===== src/rtl/time_manager.sv =====
// rtl/time_manager.sv - emulation time manager: grants the minimum requested timestep, with run/halt-now/halt-at control
// Optional ceiling on the granted step is enabled by `define TM_DT_MAX_EN.
`ifndef DT_WIDTH
`define DT_WIDTH 32
`endif

module time_manager #(
  parameter int                    N_REQ      = 2,
  parameter int                    TIME_WIDTH = 64,
  parameter logic [`DT_WIDTH-1:0]  DT_MAX     = {`DT_WIDTH{1'b1}}
) (
  input  logic                         emu_clk,
  input  logic                         emu_rst,
  input  logic [N_REQ*`DT_WIDTH-1:0]   emu_dt_req,
  input  logic [1:0]                   emu_ctrl_mode,
  input  logic [TIME_WIDTH-1:0]        emu_ctrl_data,
  output logic [`DT_WIDTH-1:0]         emu_dt,
  output logic [TIME_WIDTH-1:0]        emu_time,
  output logic                         halted
);

  localparam int DW = `DT_WIDTH;

  localparam logic [1:0] MODE_HALT_NOW = 2'd1;
  localparam logic [1:0] MODE_HALT_AT  = 2'd2;

  typedef enum logic [1:0] {
    ST_RUN    = 2'd0,
    ST_ARMED  = 2'd1,
    ST_HALTED = 2'd2
  } state_t;

  state_t                state_q, state_d;
  logic [TIME_WIDTH-1:0] emu_time_q, emu_time_d;

  logic [DW-1:0]         min_req;
  logic [DW-1:0]         min_eff;
  logic [DW-1:0]         halt_at_dt;
  logic [TIME_WIDTH-1:0] remaining;
  logic [TIME_WIDTH-1:0] min_eff_ext;
  logic [TIME_WIDTH-1:0] dt_ext;
  logic [TIME_WIDTH-1:0] time_next;
  logic                  target_passed;
  logic                  clamp_hit;
  logic                  target_hit;

  always_comb begin
    min_req = emu_dt_req[DW-1:0];
    for (int i = 1; i < N_REQ; i++) begin
      if (emu_dt_req[i*DW +: DW] < min_req) begin
        min_req = emu_dt_req[i*DW +: DW];
      end
    end
  end

`ifdef TM_DT_MAX_EN
  assign min_eff = (min_req > DT_MAX) ? DT_MAX : min_req;
`else
  assign min_eff = min_req;
`endif

  // Distance to the halt target is taken from the live emu_ctrl_data, so edits while armed act immediately.
  assign remaining     = emu_ctrl_data - emu_time_q;
  assign min_eff_ext   = {{(TIME_WIDTH-DW){1'b0}}, min_eff};
  assign target_passed = (emu_ctrl_data <= emu_time_q);
  assign clamp_hit     = (remaining < min_eff_ext);

  always_comb begin
    halt_at_dt = min_eff;
    if (target_passed) begin
      halt_at_dt = '0;
    end else if (clamp_hit) begin
      halt_at_dt = remaining[DW-1:0];
    end
  end

  always_ff @(posedge emu_clk) begin
    if (emu_rst) begin
      state_q    <= ST_RUN;
      emu_time_q <= '0;
    end else begin
      state_q    <= state_d;
      emu_time_q <= emu_time_d;
    end
  end

  assign dt_ext     = {{(TIME_WIDTH-DW){1'b0}}, emu_dt};
  assign time_next  = emu_time_q + dt_ext;
  assign target_hit = target_passed || (time_next == emu_ctrl_data);
  assign emu_time_d = time_next;

  always_comb begin
    state_d = state_q;
    case (state_q)
      ST_RUN, ST_ARMED: begin
        if (emu_ctrl_mode == MODE_HALT_NOW) begin
          state_d = ST_HALTED;
        end else if (emu_ctrl_mode == MODE_HALT_AT) begin
          state_d = target_hit ? ST_HALTED : ST_ARMED;
        end else begin
          state_d = ST_RUN;
        end
      end
      ST_HALTED: begin
        if (emu_ctrl_mode == MODE_HALT_AT) begin
          if (!target_passed) begin
            state_d = ST_ARMED;
          end
        end else if (emu_ctrl_mode != MODE_HALT_NOW) begin
          state_d = ST_RUN;
        end
      end
      default: state_d = ST_RUN;
    endcase
  end

  // The clamp applies only while mode is HALT_AT; leaving ARMED via RUN grants the plain minimum.
  always_comb begin
    emu_dt = '0;
    if (!emu_rst) begin
      case (state_q)
        ST_RUN, ST_ARMED: begin
          if (emu_ctrl_mode == MODE_HALT_NOW) begin
            emu_dt = '0;
          end else if (emu_ctrl_mode == MODE_HALT_AT) begin
            emu_dt = halt_at_dt;
          end else begin
            emu_dt = min_eff;
          end
        end
        default: emu_dt = '0;
      endcase
    end
  end

  assign emu_time = emu_time_q;
  assign halted   = (state_q == ST_HALTED);

endmodule


===== config.mk =====
export PLATFORM = sky130hd
export DESIGN_NAME = time_manager
export DESIGN_NICKNAME = d
export VERILOG_FILES = /design/src/rtl/time_manager.sv
export SDC_FILE = /design/constraint.sdc
export NUM_CORES = 1
export LEC_CHECK = 0
export BUFFER_PORTS_ARGS = -buffer_cell sky130_fd_sc_hd__buf_4
export CAP_MARGIN = 5
export CORE_ASPECT_RATIO = 1.75
export CORE_MARGIN = 2
export CORE_UTILIZATION = 26
export DETAILED_ROUTE_END_ITERATION = 10
export PLACE_DENSITY = 0.51
export SLEW_MARGIN = 20
export SYNTH_ARGS = -nofsm -noshare
export SYNTH_HDL_FRONTEND = slang
export SYNTH_SLANG_ARGS = --single-unit

===== constraint.sdc =====
create_clock -name emu_clk -period 6.9 [get_ports emu_clk]
set_input_delay 0 -clock emu_clk [delete_from_list [all_inputs] [get_ports emu_clk]]
set_output_delay 0 -clock emu_clk [all_outputs]
set_load 0.05 [all_outputs]

== Word level (Yosys, flattened, before mapping) ==
Index checks and enable logic that the tools add are counted.
Operators by class
  add/sub/neg operators: 2
  $mul: 0
  divide/modulo/power cells: 0
  order comparisons: 3
  eq/ne operators: 8
  shift operators: 0
  muxes and demuxes: 14
  bitwise operators: 0
  reduce and logical (&&, ||, !) cells: 4
Operators with widths (number)
  32-bit 2-to-1 mux: 7
  64-bit by 32-bit adder with 64-bit output: 1
  64-bit equality test: 1
  64-bit <= comparator: 1
  64-bit by 32-bit < comparator with 1-bit output: 1
  64-bit subtractor: 1
  32-bit < comparator: 1
  2-bit 2-to-1 mux: 6
  2-bit by 1-bit equality test with 1-bit output, second input constant: 2
  2-bit equality test, second input constant: 2
  2-bit one-hot mux with 2 select lines: 1
  3-bit by 1-bit inequality test with 1-bit output, second input constant: 1
  3-bit inequality test, second input constant: 1
  2-bit zero test: 1
  2-bit by 1-bit inequality test with 1-bit output, second input constant: 1
  2-bit AND reduction: 1
  2-bit OR reduction: 1
  1-bit logical OR: 1
Word-level totals
  flip-flop bits (word level): 66
  bits in latches: 0
  bits in writable memories: 0
  ROM bits: 0
  input port bits: 132
  output and inout port bits: 97
  logic and storage cells: 33
  memories: 0

== Depth between registers and ports, before layout ==
  word-level depth: 16
  depth in mapped cells: 40

== Worst setup path before layout ==
No wires, ideal clock.
  path kind: flip-flop to flip-flop
  start point: register emu_time_q[5], in the netlist emu_time[5]
  end point: register state_q[0]
  library setup time: 0.117 ns
  arrival: 9.205 ns
  setup slack: -2.422 ns
  stages on the path, launching flop included: 38
  path buffers: 1
  cells stage by stage: dfxtp_1 > inv_1 > ha_1 > clkbuf_1 > nand2_1 > or2_2 > a21o_1 > a21o_1 > o21ai_0 > a21o_1 > a21oi_1 > xnor2_1 > ha_1 > nand4_1 > a21oi_1 > a2111oi_0 > o31ai_1 > nor3_1 > [2 not listed] > nand4_1 > nand3b_4 > o32ai_1 > ha_1 > inv_1 > fa_1 > nand4b_1 > a311oi_1 > nor2_2 > o32ai_2 > o21ai_1 > or4_1 > xnor2_1 > o211ai_1 > or4_1 > nor4_1 > nand4_1 > and4b_1
Between the ends
  longest elaborated chain between the ends: 15
  elaborated cells between the ends (all ways): 18
RTL lines
  start, declared: line 34  | logic [TIME_WIDTH-1:0] emu_time_q, emu_time_d;
  start signal, assigned: line 83  | emu_time_q <= emu_time_d;
  64-bit subtractor: line 63  | assign remaining = emu_ctrl_data - emu_time_q;
  64-bit by 32-bit < comparator with 1-bit output: line 66  | assign clamp_hit = (remaining < min_eff_ext);
  32-bit 2-to-1 mux: line 72  | end else if (clamp_hit) begin
  32-bit 2-to-1 mux (*): line 70  | if (target_passed) begin
  32-bit 2-to-1 mux (*): line 125  | end else if (emu_ctrl_mode == MODE_HALT_AT) begin
  32-bit 2-to-1 mux (*): line 123  | if (emu_ctrl_mode == MODE_HALT_NOW) begin
  32-bit 2-to-1 mux (*): line 121  | case (state_q)
  32-bit 2-to-1 mux (*): line 120  | if (!emu_rst) begin
  named net emu_dt[0]: line 17  | output logic [`DT_WIDTH-1:0] emu_dt,
  64-bit by 32-bit adder with 64-bit output (*): line 88  | assign time_next = emu_time_q + dt_ext;
  64-bit equality test (*): line 89  | assign target_hit = target_passed || (time_next == emu_ctrl_data);
  1-bit logical OR (*): line 89
  2-bit 2-to-1 mux (*): line 99  | state_d = target_hit ? ST_HALTED : ST_ARMED;
  2-bit 2-to-1 mux (*): line 98  | end else if (emu_ctrl_mode == MODE_HALT_AT) begin
  2-bit 2-to-1 mux (*): line 96  | if (emu_ctrl_mode == MODE_HALT_NOW) begin
  2-bit one-hot mux with 2 select lines (*): line 94  | case (state_q)
  end signal, assigned: line 82  | state_q <= state_d;
  end, declared: line 33  | state_t state_q, state_d;
Mark *: on every way through the listed nets, which the timed path passes. The rest lies on a longest branch.
A chain may end at the register's enable or synchronous reset.

== Worst setup path after layout ==
  start point: register emu_time_q[1], in the netlist emu_time[1]
  end point: register state_q[0]
Between the ends
  longest elaborated chain between the ends: 15
  elaborated cells between the ends (all ways): 18
RTL lines (line)
  64-bit subtractor: 63
  64-bit by 32-bit < comparator with 1-bit output: 66
  32-bit 2-to-1 mux: 72
  32-bit 2-to-1 mux: 70
  32-bit 2-to-1 mux: 125
  32-bit 2-to-1 mux: 123
  32-bit 2-to-1 mux: 121
  32-bit 2-to-1 mux: 120
  64-bit by 32-bit adder with 64-bit output: 88
  64-bit equality test: 89
  1-bit logical OR: 89
  2-bit 2-to-1 mux: 99
  2-bit 2-to-1 mux: 98
  2-bit 2-to-1 mux: 96
  2-bit one-hot mux with 2 select lines: 94
Parallel ways exist; a longest one is shown, timed or not.

==> results.yml <==
clocking:
  post_cts_hold_buffer_count: 0
  cts_buffers: 9
  cts.sinks: 66
  path_clk_slew_ns: 0.07
  clock_insertion_delay_worst_skew_ns: 0.38
  cell_at_the_root_of_the_clock_tree: "clkbuf_16"
  cts_max_path_buffers: 2
  tritoncts: "yes"
  htree_levels: 3
finish:
  area_growth_pct: 91.2
  finish.instance_area_sq_um: 25200
  diodes: 0
  final_common_cell: "buf_4"
  layout_net_count: 3212
  post-route-util_pct: 50.0
  final_layout_size_suffix_gt1_share_pct: 50.0
  layout_common_cells: "1052 x buf_4, 169 x nor2_1, 153 x nand2_1"
  final_non_filler_cell_total: 3591
timing:
  hold_viol: 0
  final_critical_path_required_period_ns: 8.31
  fin_skew_ns: 0.0139
  rsz0062_at_grt: "true"
  count_of_pins_over_their_slew_limit: 0
  timing.final.crit_share_pct: 120
  max_slew_margin_pct: 36.4
  fmaxAchievable_mhz: 120
  timing.final.ws_setup_ns: -1.41
  setup_viol_count_final: 42
  worst_slew_pin_slew_ns: 0.954
worst_setup_path:
  critical_path_peak_fanout: 5
  path_delay_family: "compound AO/OA/AOI/OAI gates"
  critical_path.slowest_cell: "a2111o_1"
  crit_buf_inv: 9
  critPathRequiredTime_ns: 7.16
  timing.critical_path.slowest_cell_delay_ns: 0.40
  timing.critical_path.to_type: "register"
  timing_worst_setup_path_type: "register to register"
  timing.critical_path.arrival_ns: 8.57
  setup.worst_path.start_class: "register"
routing:
  drt_first_iter_violations: 760
  route.vias.total: 18700
  finalWirelength_mm: 78.5
  ant_nets: 0
  drt_pre_antenna_iters: 5
  wl_per_cell_um: 21.9
  viasPerCell: 5.21
  drc_errors: 0
logic_synthesis:
  postSynthCellCount: 1870
  ys_warn_count: 0
  synthArstFlopShare_pct: 0
  postSynthRegisterBits: 66
  synth.avg_cell_area_sq_um: 7.04
  synth.lib_cells_used.distinct: 91
  postSynthNetCount: 2162
  ys.flop_type: "dfxtp_1"
  number_of_flops_mapped_to_enable_cells_by_yosys: 0
  yosysSeqAreaShare_pct: 10.0
  synth_area_sq_um: 13200
power:
  sequentialPowerShare_pct: 9.5
  power.density_cell_area_nw_per_um2: 196
  peakVddDrop_v: 0.000145
  static-leakage-power_nw: 11.4
  power_switching_mw: 2.31
  fin_total_pwr_mw: 4.93
  power_switching_share_pct: 46.8
  internal_power_mw: 2.62
  comb_power_share_pct: 80.3
  power.share.clock_pct: 10.1
floorplanning:
  dieHeight_um: 302
  die_area_sq_um: 52500
  overall_die_width_um: 174
  rows: 109
  floorplan.initialDensity_pct: 26.1
  top_level_ports: 229
  core_region_area_sq_um: 50300
job:
  max_cap_violations: 0
global_routing:
  grt_pass1_wl_mm: 113
  number_of_global_route_vias_before_repair: 19600
  groute.usage.overall_pct: 28.8
  global_route.overflow_total: 0
  grt_start_max_net_pins: 66
  grt_antenna_before_repair: 3
place:
  detailedPlacementHpwl_mm: 67.4
  gpl.final_weighted_congestion: 1.02
  place.detailed.instances: 3523
  dp_slack_ns: -2.14
  numPortBuffers: 228
  placed_instance_area_sq_um: 22300
outcome:
  outcome: "finished with violations"
  violations: "setup timing"
worst_hold_path:
  min_path_type: "primary input to register"
## worst register-to-register path: cells and delay by family (launching register included)
| kind | cells | cell delay, ns |
|---|---|---|
| AOI/OAI and AO/OA | 14 | 3.21 |
| and+or+nand+nor | 16 | 2.38 |
| buffers and inverters | 9 | 1.22 |
| adders and majority gates | 3 | 0.77 |
| DFF | 1 | 0.36 |
| xor gates and xnor gates | 1 | 0.27 |
## synth_stat cells, types with 17 or more instances
cell       instances  area [sq um]
a211oi_1          20           150
a21o_1            32           240
a21oi_1          176           881
and2_1            20           125
buf_2             32           160
clkbuf_1          39           146
dfxtp_1           66          1320
ha_1             158          1980
inv_1            129           484
mux2i_1           40           400
nand2_1          160           601
nand2b_1          17           106
nand3_1           52           260
nand4_1           67           419
nor2_1           182           683
nor2b_1           27           169
nor3_1            51           255
nor4_1            21           131
o211ai_1          20           150
o21a_1            18           135
o21ai_0          101           505
o2bb2ai_1         33           289
or3_1             18           113
xnor2_1          100           876
xor2_1            51           447
## metrics by stage
step                      hold slack, ns  setup TNS (ns)
final                             0.0726          -14.62
after global routing               0.106          -27.11
after CTS                         0.0643           -9.20
after detailed placement           0.442          -43.70
after global placement             0.432          -29.69
after floorplan                    0.230           -1.47
## power by group through the flow
stage,Sequential [mW],Clock [mW],Combinational (mW)
finish,0.470,0.500,3.96
global route,0.474,0.519,4.21
CTS,0.470,0.513,3.76
detailed placement,0.478,0,3.49
global placement,0.477,0,3.47
floorplan,0.640,0,1.55
## what timing repair did
| action | CTS | global route |
|---|---|---|
| setup buffers | 41 | 39 |
| gates cloned | 1 | 0 |
| pin swaps | 68 | 87 |
| setup endpoints to repair | 58 | 58 |
| resized for setup | 202 | 182 |
## cells by family after synthesis
family,share of synthesized area (%)
DFF,10.0
and+or+nand+nor,27.0
muxes,3.21
AOI/OAI and AO/OA,26.5
xor gates and xnor gates,11.3
buffers and inverters,6.66
adders and majority gates,15.3
## registers in the layout, summed over array words and instances, names as in the netlist
register and count:
emu_time 64, state_q 2
## final timing paths
check                           from                 endpoint  slack [ns]  cells after the start
max           emu_time[1]$_SDFF_PP0_  state_q[0]$_SDFFE_PP0P_       -1.41                     43
min                 emu_ctrl_mode[1]  state_q[1]$_SDFFE_PP0P_        0.07                      4
max reg2reg   emu_time[1]$_SDFF_PP0_  state_q[0]$_SDFFE_PP0P_       -1.41                     43
min reg2reg  emu_time[56]$_SDFF_PP0_  emu_time[56]$_SDFF_PP0_        0.63                      3
## final cells by class
type                            instances  area (sq um)
Multi-Input combinational cell       1595         13400
Inverter                              129           487
Sequential cell                        66          1400
Fill cell                            4952         25200
Clock buffer                            9           225
Tap cell                              666           833
Timing Repair Buffer                 1119          8730
Clock inverter                          7          70.1
## layer usage
metal	wire [um]	GRT usage (%)
met4	8450	25.6
met3	2510	2.90
met1	25900	26.2
met2	41700	55.9
met5	45	0
No activity file was read; power rests on OpenSTA's default activity.
